File: config.mk
export PLATFORM = sky130hd
export DESIGN_NAME = minhash_pair_streamer
export DESIGN_NICKNAME = d
export VERILOG_FILES = /design/src/rtl/minhash_pair_streamer.sv
export SDC_FILE = /design/constraint.sdc
export NUM_CORES = 1
export LEC_CHECK = 0
export ABC_CLOCK_PERIOD_IN_PS = 4100
export CORE_ASPECT_RATIO = 0.6
export CORE_MARGIN = 1
export CORE_UTILIZATION = 55
export DETAILED_ROUTE_END_ITERATION = 8
export PLACE_DENSITY = 0.72
export SYNTH_ARGS = -nofsm -noshare
export SYNTH_HDL_FRONTEND = slang
export SYNTH_SLANG_ARGS = --single-unit
File: constraint.sdc
create_clock -name clk -period 4.1 [get_ports clk]
set_input_delay 0.82 -clock clk [delete_from_list [all_inputs] [get_ports clk]]
set_output_delay 0.82 -clock clk [all_outputs]
set_load 0.02 [all_outputs]
File: src/rtl/minhash_pair_streamer.sv
// Purpose: stores two MinHash signatures (first / second DNA sequence) written
// entry-by-entry, then replays them in lock-step as aligned pairs, one hash
// index per clock, for a downstream similarity counter.
// Ports:
//   clk, rstN            clock; synchronous active-high reset
//   wrEn/wrSel/wrIdx/wrData  entry write (IDLE only; wrSel 0 = first bank)
//   start                request to stream a fully loaded pair of signatures
//   busy                 state is STREAM or DONE
//   outValid/outFirst/outSecond/outLast  registered pair stream
//   done                 one-cycle pulse after the last pair
//   startErr             sticky: start seen with an incomplete load
//   wrDropped            sticky: write issued while busy
module minhash_pair_streamer #(
  parameter int unsigned NUM_HASH = 16,
  parameter int unsigned VAL_W    = 32
) (
  input  logic                        clk,
  input  logic                        rstN,
  input  logic                        wrEn,
  input  logic                        wrSel,
  input  logic [$clog2(NUM_HASH)-1:0] wrIdx,
  input  logic [VAL_W-1:0]            wrData,
  input  logic                        start,
  output logic                        busy,
  output logic                        outValid,
  output logic [VAL_W-1:0]            outFirst,
  output logic [VAL_W-1:0]            outSecond,
  output logic                        outLast,
  output logic                        done,
  output logic                        startErr,
  output logic                        wrDropped
);

  localparam int unsigned IDX_W = $clog2(NUM_HASH);

  typedef enum logic [1:0] {IDLE, STREAM, DONE} state_t;

  state_t              state, state_nxt;
  logic [IDX_W-1:0]    idx, idx_nxt;
  logic [VAL_W-1:0]    bank_a [NUM_HASH];
  logic [VAL_W-1:0]    bank_b [NUM_HASH];
  logic [NUM_HASH-1:0] mask_a, mask_b;

  logic             valid_nxt, last_nxt, done_nxt;
  logic [VAL_W-1:0] first_nxt, second_nxt;
  logic             start_err_nxt, clear_masks, wr_ok, wr_drop;

  // Writes land only in IDLE; out-of-range indices are silently ignored.
  assign wr_ok   = wrEn && (state == IDLE) && (32'(wrIdx) < NUM_HASH);
  assign wr_drop = wrEn && (state != IDLE);

  // Next-state and next-output logic.
  always_comb begin
    state_nxt     = state;
    idx_nxt       = idx;
    valid_nxt     = 1'b0;
    last_nxt      = 1'b0;
    done_nxt      = 1'b0;
    first_nxt     = '0;
    second_nxt    = '0;
    start_err_nxt = 1'b0;
    clear_masks   = 1'b0;
    case (state)
      IDLE: begin
        // Completeness uses the masks as they stand at the start of the cycle.
        if (start) begin
          if ((&mask_a) && (&mask_b)) begin
            state_nxt = STREAM;
            idx_nxt   = '0;
          end else begin
            start_err_nxt = 1'b1;
          end
        end
      end
      STREAM: begin
        valid_nxt  = 1'b1;
        first_nxt  = bank_a[idx];
        second_nxt = bank_b[idx];
        last_nxt   = (idx == IDX_W'(NUM_HASH - 1));
        idx_nxt    = idx + IDX_W'(1);
        if (last_nxt) state_nxt = DONE;
      end
      DONE: begin
        done_nxt    = 1'b1;
        clear_masks = 1'b1;
        state_nxt   = IDLE;
      end
      default: state_nxt = IDLE;
    endcase
  end

  // State, control and registered outputs.
  always_ff @(posedge clk) begin
    if (rstN) begin
      state     <= IDLE;
      idx       <= '0;
      mask_a    <= '0;
      mask_b    <= '0;
      busy      <= 1'b0;
      outValid  <= 1'b0;
      outFirst  <= '0;
      outSecond <= '0;
      outLast   <= 1'b0;
      done      <= 1'b0;
      startErr  <= 1'b0;
      wrDropped <= 1'b0;
    end else begin
      state     <= state_nxt;
      idx       <= idx_nxt;
      busy      <= (state_nxt != IDLE);
      outValid  <= valid_nxt;
      outFirst  <= first_nxt;
      outSecond <= second_nxt;
      outLast   <= last_nxt;
      done      <= done_nxt;
      startErr  <= startErr | start_err_nxt;
      wrDropped <= wrDropped | wr_drop;
      if (clear_masks) begin
        mask_a <= '0;
        mask_b <= '0;
      end else if (wr_ok) begin
        if (wrSel) mask_b[wrIdx] <= 1'b1;
        else       mask_a[wrIdx] <= 1'b1;
      end
    end
  end

  // Signature storage; contents are don't-care after reset, only masks matter.
  always_ff @(posedge clk) begin
    if (wr_ok) begin
      if (wrSel) bank_b[wrIdx] <= wrData;
      else       bank_a[wrIdx] <= wrData;
    end
  end

endmodule

==> out/metrics.json <==
{
  "outcome": {"value": "finished clean"},
  "sequential_cell_area": {"value": 32900, "unit": "um^2"},
  "holdWs": {"value": 456, "unit": "ps"},
  "grt_remaining_overflow": {"value": 0},
  "busiest_layer": {"value": "met1"},
  "post_synthesis_instance_total": {"value": 2157},
  "maximum_number_of_pins_on_one_net_before_global_route_repair": {"value": 128},
  "chipWidth": {"value": 361, "unit": "um"},
  "first_pass_grt_wire_length": {"value": 139000, "unit": "um"},
  "worst-path-max-fanout": {"value": 52},
  "totalNegativeSetupSlack": {"value": 0, "unit": "ps"},
  "preCtsSetupSlack": {"value": 716, "unit": "ps"},
  "first_global_vias": {"value": 21000},
  "number_of_pins_exceeding_their_max_slew_limit_in_the_final_report": {"value": 0},
  "worstSetupEndpointType": {"value": "register"},
  "clkTransAtPathRegs": {"value": 70, "unit": "ps"},
  "max_cap_viol_count": {"value": 0},
  "postRouteAntennaNets": {"value": 0},
  "detail_route.wl_per_cell": {"value": 27.9, "unit": "um"},
  "place_hpwl": {"value": 54500, "unit": "um"},
  "timing.rr.start": {"value": "idx[2]"},
  "synthArstFlopShare": {"value": 0, "unit": "%"},
  "grtUsageMet2": {"value": 36.6, "unit": "%"},
  "cts-hold-fix-buffers": {"value": 0},
  "rsz_0062_raised_after_global_routing": {"value": "false"},
  "dr_total_vias": {"value": 21500},
  "placeableCoreArea": {"value": 76100, "unit": "um^2"},
  "power_density": {"value": 469, "unit": "nW/um^2"},
  "cts_setup_buffers": {"value": 0},
  "floorplan.initialDensity": {"value": 56.0, "unit": "%"},
  "worstSetupStartpoint": {"value": "idx[2]"},
  "worstPathArrival": {"value": 3370, "unit": "ps"},
  "numClockSinks": {"value": 1132},
  "grt_use_met1": {"value": 37.1, "unit": "%"},
  "ys_seq_area_share": {"value": 77.2, "unit": "%"},
  "min-delay-start": {"value": "wrDropped"},
  "cts_made_buffers": {"value": 96},
  "cts-root-to-sink-buffers": {"value": 3},
  "cts-root-buf": {"value": "clkbuf_16"},
  "finalHoldViolations": {"value": 0},
  "post-route-period-util": {"value": 69.7, "unit": "%"},
  "fin_ws": {"value": 1240, "unit": "ps"},
  "final_nets": {"value": 2365},
  "multiInputGateArea": {"value": 9030, "unit": "um^2"},
  "clock_tree_from_tritoncts": {"value": "built"},
  "port_buffer_count": {"value": 110},
  "post_synth_num_cell_types": {"value": 42},
  "filler_cell_count": {"value": 5087},
  "layout.cells.most_common": {"value": "edfxtp_1"},
  "htree_levels": {"value": 3},
  "post_layout_min_period": {"value": 2860, "unit": "ps"},
  "worst_clock_skew": {"value": 17.0, "unit": "ps"},
  "report.final.setup_viol": {"value": 0},
  "detailedRoute.firstPassIterationCount": {"value": 6},
  "area.growth.synth_to_final": {"value": 14.2, "unit": "%"},
  "timing.slew.headroom": {"value": 15.5, "unit": "%"},
  "synthesis.area": {"value": 42600, "unit": "um^2"},
  "max_clock_freq": {"value": 0.350, "unit": "GHz"},
  "postLayoutCoreUtil": {"value": 63.9, "unit": "%"},
  "core.rowCount": {"value": 78},
  "critical-path-slowest-cell": {"value": "nor2b_4"},
  "cp.required": {"value": 4610, "unit": "ps"},
  "max_slew.worst_pin.slew": {"value": 1260, "unit": "ps"},
  "ir_worst_vdd": {"value": 400, "unit": "uV"},
  "synth_top_flop_cell": {"value": "edfxtp_1"},
  "synth_area_per_cell": {"value": 19.8, "unit": "um^2"},
  "finalWeightedCongestion": {"value": 0.800},
  "drt_first_iter_violations": {"value": 2690},
  "ioPinCount": {"value": 111},
  "setup.worst_path.class": {"value": "register to register"},
  "final_routed_drc_violation_total": {"value": 0},
  "die_area": {"value": 78600, "unit": "um^2"},
  "most-common-layout-cells": {"value": "1024 x edfxtp_1, 252 x mux2i_1, 189 x a22oi_1"},
  "vias_per_cell": {"value": 6.32},
  "postSynthNetCount": {"value": 2199},
  "synth_enable_flop_cells": {"value": 1024},
  "grt_antenna_before_repair": {"value": 3},
  "clock_network_latency_to_the_later_pin_of_the_worst_skew_pair": {"value": 680, "unit": "ps"},
  "yosys_register_bits": {"value": 1132},
  "global_route.usage.total": {"value": 24.4, "unit": "%"},
  "yosys_warnings": {"value": 0},
  "reg2reg_depth": {"value": 5},
  "finalWirelength": {"value": 95200, "unit": "um"},
  "hold_depth": {"value": 2},
  "post_cts_resize_count": {"value": 0},
  "share_of_layout_cells_above_drive_strength_1": {"value": 17.4, "unit": "%"},
  "power.leakage": {"value": 14.2, "unit": "nW"},
  "hold_path_class": {"value": "register to register"},
  "setup_crit_start_kind": {"value": "register"},
  "largest_stage_delay_worst_path": {"value": 820, "unit": "ps"},
  "die_y": {"value": 218, "unit": "um"},
  "crit_chain": {"value": "nor2b_4, buf_4, a22oi_1, nand3_1, o211ai_1"},
  "grt_util_met3": {"value": 4.43, "unit": "%"}
}
-- worst paths after layout --
kind,slack (ps),endpoint
min reg2reg,460,wrDropped
max reg2reg,1240,outSecond[15]
max,1240,outSecond[15]
min,460,wrDropped
-- sequential cells by signal (all words and copies together), names as in the netlist, 2 cells and up --
name       flops
mask_a        16
idx            4
outFirst      32
outSecond     32
bank_a       512
state          2
bank_b       512
mask_b        16
-- synth_stat cells, types with 2 or more instances --
cell type	n	share of area [%]
a21oi_1	3	0.035
a22o_1	2	0.041
a22oi_1	189	3.3
and3b_1	2	0.041
buf_1	2	0.018
buf_2	42	0.49
buf_4	24	0.42
buf_6	36	0.95
clkbuf_1	25	0.22
dfxtp_1	108	5.1
edfxtp_1	1024	72
inv_1	4	0.035
mux2i_1	252	5.9
mux4_2	130	6.9
nand2_1	14	0.12
nand2b_1	2	0.029
nand3_1	128	1.5
nand4_1	10	0.15
nor2_1	34	0.30
nor2b_1	2	0.029
nor3_1	6	0.070
nor3b_1	3	0.053
o211ai_1	63	1.1
o21a_1	33	0.58
o21ai_0	2	0.023
-- final cells by class --
| type | instances | area share (%) |
|---|---|---|
| Tap cell | 1000 | 2.57 |
| Multi-Input combinational cell | 891 | 18.6 |
| Inverter | 4 | 0.0309 |
| Timing Repair Buffer | 198 | 4.15 |
| Clock inverter | 67 | 1.70 |
| Clock buffer | 112 | 5.30 |
| Sequential cell | 1132 | 67.7 |
| Antenna cell | 1 | 0.00514 |
-- worst max-delay path, delay by kind of cell, from the launching register on --
family	cells	cell delay (ps)
and+or+nand+nor	2	1080
AOI/OAI and AO/OA	2	520
DFF	1	340
buffers and inverters	1	690
-- power breakdown --
group	total, mW	leakage [nW]	switching, mW	internal, mW
clock network	9.78	1.65	4.12	5.66
registers	12.7	10.1	0.0178	12.6
logic	0.371	2.43	0.289	0.0823
-- per-stage QoR --
stage                     cell area, um^2  cells  total power, mW
after global routing                48600   3405             23.4
after floorplan                     42600   2157             13.0
after CTS                           48600   3404             22.9
after detailed placement            45200   3225             13.3
final                               48600   3405             22.8
after global placement              45200   3225             13.3
-- cells by family after synthesis --
group | Yosys count | synth area share [%]
xor gates and xnor gates | 2 | 0.0411
and+or+nand+nor | 211 | 2.54
buffers and inverters | 134 | 2.18
AOI/OAI and AO/OA | 294 | 5.16
adders and majority gates | 1 | 0.0294
DFF | 1132 | 77.2
muxes | 383 | 12.8
-- per-layer routing --
layer  part of all wire [%]  vias to the layer above
li1                       -                     9207
met4                    2.1                        0
met2                     45                     1024
met5                      0                        -
met3                    8.7                      150
met1                     44                    11100
Power figures use the tool's default switching activity.
